--- src/rtl/a2d_pkg.sv ---
// Shared types and helpers for the A2D round-robin scheduler.
package a2d_pkg;

   typedef enum logic [2:0] {
      IDLE,
      TXN1,
      GAP,
      TXN2,
      DONE
   } a2d_state_t;

   localparam logic [1:0] IDX_LFT   = 2'd0;
   localparam logic [1:0] IDX_RGHT  = 2'd1;
   localparam logic [1:0] IDX_STEER = 2'd2;
   localparam logic [1:0] IDX_BATT  = 2'd3;

   // ADC128S command word: channel select in bits [13:11], everything else zero.
   function automatic logic [15:0] a2d_cmd(input logic [2:0] chnl);
      return {2'b00, chnl, 11'h000};
   endfunction

endpackage

--- src/rtl/a2d_timeout_ctr.sv ---
// Clear/enable cycle counter with a terminal-count flag at TIMEOUT-1.
module a2d_timeout_ctr #(
   parameter int unsigned TIMEOUT = 4096
) (
   input  logic i_clk,
   input  logic i_rst,
   input  logic i_clr,
   input  logic i_en,
   output logic o_tc
);

   localparam int unsigned W = (TIMEOUT > 1) ? $clog2(TIMEOUT) : 1;

   logic [W-1:0] r_cnt;
   logic         w_tc;

   assign w_tc = (r_cnt == W'(TIMEOUT - 1));
   assign o_tc = w_tc;

   // Count enabled cycles, saturating at terminal count; clear dominates.
   always_ff @(posedge i_clk) begin
      if (i_rst || i_clr) begin
         r_cnt <= '0;
      end else if (i_en && !w_tc) begin
         r_cnt <= r_cnt + 1'b1;
      end
   end

endmodule

--- src/rtl/a2d_scheduler.sv ---
// Round-robin ADC128S conversion sequencer: command frame, read-back frame,
// capture into per-channel result registers.
module a2d_scheduler
   import a2d_pkg::*;
#(
   parameter logic [2:0]  CH_LFT   = 3'd0,
   parameter logic [2:0]  CH_RGHT  = 3'd4,
   parameter logic [2:0]  CH_STEER = 3'd5,
   parameter logic [2:0]  CH_BATT  = 3'd6,
   parameter int unsigned TIMEOUT  = 4096
) (
   input  logic        clk,
   input  logic        rst,
   input  logic        nxt,
   output logic        spi_wrt,
   output logic [15:0] spi_cmd,
   input  logic        spi_done,
   input  logic [15:0] spi_rd_data,
   output logic [11:0] lft_ld,
   output logic [11:0] rght_ld,
   output logic [11:0] steer_pot,
   output logic [11:0] batt,
   output logic        conv_vld,
   output logic [1:0]  chnl_idx,
   output logic        busy,
   output logic        timeout_err
);

   a2d_state_t  r_state;
   a2d_state_t  w_nxt_state;

   logic        r_pending;
   logic        r_spi_wrt;
   logic [15:0] r_spi_cmd;
   logic        r_conv_vld;
   logic        r_timeout_err;
   logic        r_busy;
   logic [1:0]  r_chnl_idx;
   logic [11:0] r_lft_ld;
   logic [11:0] r_rght_ld;
   logic [11:0] r_steer_pot;
   logic [11:0] r_batt;

   logic        w_start;
   logic        w_wrt;
   logic        w_capture;
   logic        w_advance;
   logic        w_timeout;
   logic        w_in_txn;
   logic        w_tc;
   logic [2:0]  w_chnl_sel;

   assign w_in_txn = (r_state == TXN1) || (r_state == TXN2);

   // The counter is held clear outside TXN1/TXN2, so it is zero on the
   // cycle each spi_wrt is launched and counts wait cycles from there.
   a2d_timeout_ctr #(
      .TIMEOUT (TIMEOUT)
   ) u_timeout_ctr (
      .i_clk (clk),
      .i_rst (rst),
      .i_clr (!w_in_txn),
      .i_en  (w_in_txn),
      .o_tc  (w_tc)
   );

   // Map the round-robin index onto the physical A2D channel.
   always_comb begin
      w_chnl_sel = CH_LFT;
      case (r_chnl_idx)
         IDX_LFT:   w_chnl_sel = CH_LFT;
         IDX_RGHT:  w_chnl_sel = CH_RGHT;
         IDX_STEER: w_chnl_sel = CH_STEER;
         IDX_BATT:  w_chnl_sel = CH_BATT;
         default:   w_chnl_sel = CH_LFT;
      endcase
   end

   // State register.
   always_ff @(posedge clk) begin
      if (rst) begin
         r_state <= IDLE;
      end else begin
         r_state <= w_nxt_state;
      end
   end

   // Next-state and per-cycle action decode.
   always_comb begin
      w_nxt_state = r_state;
      w_start     = 1'b0;
      w_wrt       = 1'b0;
      w_capture   = 1'b0;
      w_advance   = 1'b0;
      w_timeout   = 1'b0;
      case (r_state)
         IDLE: begin
            if (nxt || r_pending) begin
               w_start     = 1'b1;
               w_wrt       = 1'b1;
               w_nxt_state = TXN1;
            end
         end
         TXN1: begin
            if (spi_done) begin
               w_nxt_state = GAP;
            end else if (w_tc) begin
               w_timeout   = 1'b1;
               w_nxt_state = IDLE;
            end
         end
         GAP: begin
            w_wrt       = 1'b1;
            w_nxt_state = TXN2;
         end
         TXN2: begin
            if (spi_done) begin
               w_capture   = 1'b1;
               w_nxt_state = DONE;
            end else if (w_tc) begin
               w_timeout   = 1'b1;
               w_nxt_state = IDLE;
            end
         end
         DONE: begin
            w_advance   = 1'b1;
            w_nxt_state = IDLE;
         end
         default: begin
            w_nxt_state = IDLE;
         end
      endcase
   end

   // Registered outputs, request latch, channel index and result capture.
   always_ff @(posedge clk) begin
      if (rst) begin
         r_pending     <= 1'b0;
         r_spi_wrt     <= 1'b0;
         r_spi_cmd     <= '0;
         r_conv_vld    <= 1'b0;
         r_timeout_err <= 1'b0;
         r_busy        <= 1'b0;
         r_chnl_idx    <= IDX_LFT;
         r_lft_ld      <= '0;
         r_rght_ld     <= '0;
         r_steer_pot   <= '0;
         r_batt        <= '0;
      end else begin
         r_spi_wrt     <= w_wrt;
         r_conv_vld    <= w_capture;
         r_timeout_err <= w_timeout;
         r_busy        <= (w_nxt_state != IDLE);
         if (w_start) begin
            r_spi_cmd <= a2d_cmd(w_chnl_sel);
            r_pending <= 1'b0;
         end else if (nxt) begin
            r_pending <= 1'b1;
         end
         if (w_advance) begin
            r_chnl_idx <= r_chnl_idx + 2'd1;
         end
         if (w_capture) begin
            case (r_chnl_idx)
               IDX_LFT:   r_lft_ld    <= spi_rd_data[11:0];
               IDX_RGHT:  r_rght_ld   <= spi_rd_data[11:0];
               IDX_STEER: r_steer_pot <= spi_rd_data[11:0];
               IDX_BATT:  r_batt      <= spi_rd_data[11:0];
               default:   r_lft_ld    <= r_lft_ld;
            endcase
         end
      end
   end

   assign spi_wrt     = r_spi_wrt;
   assign spi_cmd     = r_spi_cmd;
   assign conv_vld    = r_conv_vld;
   assign timeout_err = r_timeout_err;
   assign busy        = r_busy;
   assign chnl_idx    = r_chnl_idx;
   assign lft_ld      = r_lft_ld;
   assign rght_ld     = r_rght_ld;
   assign steer_pot   = r_steer_pot;
   assign batt        = r_batt;

endmodule

--- config.mk ---
export PLATFORM = sky130hd
export DESIGN_NAME = a2d_scheduler
export DESIGN_NICKNAME = d
export VERILOG_FILES = /design/src/rtl/a2d_pkg.sv /design/src/rtl/a2d_timeout_ctr.sv /design/src/rtl/a2d_scheduler.sv
export SDC_FILE = /design/constraint.sdc
export NUM_CORES = 1
export LEC_CHECK = 0
export ABC_AREA = 1
export BUFFER_PORTS_ARGS = -buffer_cell sky130_fd_sc_hd__buf_2
export CAP_MARGIN = 20
export CORE_ASPECT_RATIO = 0.5
export CORE_MARGIN = 1.5
export CORE_UTILIZATION = 40
export CTS_BUF_LIST = sky130_fd_sc_hd__clkbuf_4 sky130_fd_sc_hd__clkbuf_8 sky130_fd_sc_hd__clkbuf_16
export CTS_CLUSTER_SIZE = 8
export DETAILED_ROUTE_END_ITERATION = 10
export SLEW_MARGIN = 20
export SYNTH_ARGS = -nofsm -noshare
export SYNTH_HDL_FRONTEND = slang
export SYNTH_HIERARCHICAL = 1
export SYNTH_SLANG_ARGS = --single-unit
--- constraint.sdc ---
create_clock -name clk -period 2.25 [get_ports clk]
set_input_delay 0.45 -clock clk [delete_from_list [all_inputs] [get_ports clk]]
set_output_delay 0.45 -clock clk [all_outputs]
set_load 0.01 [all_outputs]
Word-level counts from Yosys, hierarchy flattened --
Cells that the tools add are included.
Operators by class: multiply operators 0, multiplexer cells 13, reductions and logical operators 16, order comparisons 0, bitwise gates (word level) 1, $add $sub $neg 2, shifts and indexed selects 0, equality and inequality tests 8, divide/modulo/power cells 0
Operators with widths (number):
- $pmux W3 S4 | 2
- $add A12 B1 Y12 const B | 1
- $eq A12 B12 Y1 const B | 1
- $mux W3 | 4
- $reduce_and A2 Y1 | 4
- $eq A3 B2 Y1 const B | 2
- $mux W1 | 6
- $eq A2 B2 Y1 const B | 2
- $reduce_or A2 Y1 | 2
- $eq A3 B1 Y1 const B | 1
- $eq A3 B3 Y1 const B | 1
- $logic_not A3 Y1 | 1
- $logic_or A1 B1 Y1 | 3
- $reduce_bool A3 Y1 | 1
- $reduce_or A3 Y1 | 1
- $add A2 B1 Y2 const B | 1
- $eq A2 B1 Y1 const B | 1
- $logic_not A1 Y1 | 2
- $logic_not A2 Y1 | 1
- $pmux W1 S2 | 1
- $logic_and A1 B1 Y1 | 1
- $not A1 Y1 | 1
Word-level totals: bits of input ports 20, bits in writable memories 0, latch bits 0, memories kept 0, word-level logic and storage cells 53, ROM bits 0, output and inout port bits 70, bits in registers 73

Longest topological paths before layout --
word-level depth 5, depth in mapped cells 11, mapped depth without buffers 11

Hierarchy --
Netlist, hierarchy kept.
Modules (own cells, without submodules):
- a2d_scheduler | times used 1, cells an instance 357, sequential area each 1221.2 um2, area an instance 2547.4 um2
- a2d_timeout_ctr | times used 1, cells an instance 105, sequential area each 240.2 um2, area an instance 708.2 um2

Worst setup path before layout --
Ideal clock, no wire load.
kind register to register, start reg r_state[0], end reg u_timeout_ctr.r_cnt[10], setup slack 0.833 ns, stages on the path, launching flop included 9, buffers on the path 1, required time 2.135 ns, library setup time 0.115 ns, data arrival time 1.302 ns, period minus slack after synthesis 1.417 ns, cell sequence dfxtp_1 inv_1 nor2_1 buf_4 inv_2 nor3_2 nand2_1 o21ai_1 nor2_1
On the way: cells in the longest elaborated chain, start to end 4, elaborated cells on any way between the ends 6, those cells by class eq/ne (2); reduce/logical (4)
Ends and longest elaborated chain:
- start: declaration | RTL line a2d_scheduler.sv:29 | a2d_state_t r_state;
- start signal: assignment | RTL line a2d_scheduler.sv:84 | r_state <= w_nxt_state;
- $eq A3 B1 Y1 or $eq A3 B2 Y1 (tied branches) | RTL line a2d_scheduler.sv:53 | assign w_in_txn = (r_state == TXN1) || (r_state == TXN2);
- $logic_or A1 B1 Y1 * | RTL line a2d_scheduler.sv:53
- named net w_in_txn | RTL line a2d_scheduler.sv:49 | logic w_in_txn;
- $logic_not A1 Y1 | RTL line a2d_scheduler.sv:62 | .i_clr (!w_in_txn),
- $logic_or A1 B1 Y1 | RTL line a2d_timeout_ctr.sv:22 | if (i_rst || i_clr) begin
- end signal: assignment | RTL line a2d_timeout_ctr.sv:25 | r_cnt <= r_cnt + 1'b1;
- end: declaration | RTL line a2d_timeout_ctr.sv:14 | logic [W-1:0] r_cnt;
Mark *: on every way through the listed nets, which the timed path passes. The rest lies on a longest branch. A chain may end at the register's enable or synchronous reset.

Final worst setup path --
Ends and elaborated chain as after synthesis.

==> flow_summary.ini <==
[run_status]
status = finished clean

[detailed_routing]
routedWlPerCell_um = 10.7
dr_wl_met2_mm = 3.10
first_pass_iters = 4
wl_mm = 6.94
dr.max_layer_used = met4
drc = 0
antenna_left = 0
drt_iter0_markers = 156
wl_met1_mm = 3.35
vias_per_cell = 4.31
num_vias = 2791
routed-wl-met3_um = 395

[clocking]
cts_tree = built
ctsResizeCount = 0
clockBufferDepth = 2
clk_latency_ns = 0.34
post-cts-setup-buffers = 0
htreeDepth = 3
numCtsBuffers = 9
cts.clk_slew.worst_paths_ns = 0.05
cts.sinks = 73
holdBufCountCts = 0
cts_root_buf = clkbuf_16

[layout]
antenna_cells = 0
nFillCells = 842
fin_util_pct = 49.4
nNetsFinal = 557
drive_gt1_share_pct = 20.2
areaGrowthSynthToFinish_pct = 20.4
layout_commonest_cell = nand2_1
regArea_um2 = 1460
multi_input_area_um2 = 1450
final_cell_mix = 134 x nand2_1, 122 x nor2_1, 73 x dfxtp_1, 72 x buf_2, 38 x inv_1
fin_area_um2 = 3920
final_cells = 647

[die]
die_w_um = 131
core_um2 = 7940
initial_core_util_pct = 41.0
die_area_um2 = 8720
design.portCount = 90
die_y_um = 66.8
rows = 23

[yosys]
synth.distinct_cells = 27
syn_inst = 462
ys_seq_area_share_pct = 44.9
synth_area_um2 = 3260
synth_seq_cells = 73
yosys_warnings = 6
postSynthAreaPerCell_um2 = 7.05

[power_and_ir_drop]
worst_ir_drop_vdd_mv = 0.395
cellPowerDensity_nw_per_um2 = 768
power.leakage_nw = 1.88
total_power_mw = 3.01

[sta]
relSlewSlack_pct = 60.4
hold_slack_ns = 0.377
slew_violations = 0
fin_ws_ns = 0.475
tightestPinTransition_ns = 0.592
rsz0062_at_grt = false
fin_crit_sh_pct = 78.9
finClkSkew_ns = 0.00947
fmax_mhz = 563
finalSetupTns_ns = 0
min_period_ns = 1.78
finalHoldViolations = 0
setup_viol = 0

[grt]
first_global_vias = 2300
gr-usage-all-layers_pct = 17.3
antenna_found_initial = 0
grt_overflow = 0
grt_pass1_wl_mm = 11.0
grt_max_degree = 34

[placement]
dp_cells = 632
port-buffer-count = 72
dp_hpwl_mm = 4.82
post-place-ws_ns = 0.457
placed_area_um2 = 3610
gp_routability_congestion = 0.746

[min_path]
hold_class = in2reg

[worst_setup_path]
critPathMaxFanout = 8
cp.required_ns = 2.48
worstPathArrival_ns = 2.00
start_kind = register
end_kind = register
worstSetupPathType = reg2reg

[run]
max-cap-violations = 0
[synthesized netlist by cell type (all sizes together)]
cell	n	area share, %
ha	6	2.3
buf	27	6.8
nor3	2	0.46
nor2	129	16
inv	42	4.8
nand3	17	3.3
nand3b	5	1.2
o21ai	5	0.77
a21oi	13	2.0
conb	1	0.12
dfxtp	73	45
nor3b	1	0.23
clkbuf	2	0.23
nand4	1	0.19
and3	1	0.19
nand2	137	16
[state kept, by name, indices dropped and copies added, names as in the netlist]
register and count:
busy 1, spi_cmd 3, batt 12, steer_pot 12, u_timeout_ctr/r_cnt 12, r_pending 1
r_state 3, chnl_idx 2, lft_ld 12, conv_vld 1, rght_ld 12, spi_wrt 1
timeout_err 1
[metal layers]
layer,GRT usage (%),up-vias
met5,0,-
met1,20.7,1224
met3,7.07,9
met4,6.18,0
li1,-,1499
met2,28.1,59
[report_power, final]
part           total, mW  internal, mW  switching, mW
sequential          1.32          1.31        0.00955
clock               1.51         0.976          0.535
combinational      0.180        0.0583          0.122
[worst max-delay path, stage by stage (launching register included)]
cell and delay (ns):
dfxtp_1 0.36, inv_1 0.07, nor2_1 0.46, inv_2 0.12, nor3_2 0.34, nand2_1 0.13, o21ai_1 0.13, nor2_1 0.06
[logic make-up after synthesis]
| logic type | after synthesis | synth area share, % |
|---|---|---|
| DFF | 73 | 44.9 |
| other | 1 | 0.115 |
| buffers and inverters | 71 | 11.9 |
| and+or+nand+nor | 293 | 38.0 |
| adders and majority gates | 6 | 2.31 |
| AOI/OAI and AO/OA | 18 | 2.77 |
[area by class of cell]
cell class	count	share of cell area, %
inverters	42	4.02
multi-input cells	330	37.0
well taps	112	3.57
flip-flops and latches	73	37.3
clock inverters	5	2.07
repair buffers	75	10.1
clock buffers	10	5.93
[path summary, 6_finish.rpt]
check,depth (start not counted),endpoint,startpoint,slack [ns]
setup / recovery,7,u_timeout_ctr/r_cnt[10],r_state[0],0.47
hold / removal,2,spi_cmd[12],rst,0.38
setup reg to reg,7,u_timeout_ctr/r_cnt[10],r_state[0],0.47
hold reg to reg,2,spi_cmd[12],spi_cmd[12],0.47
Power figures use the tool's default switching activity.
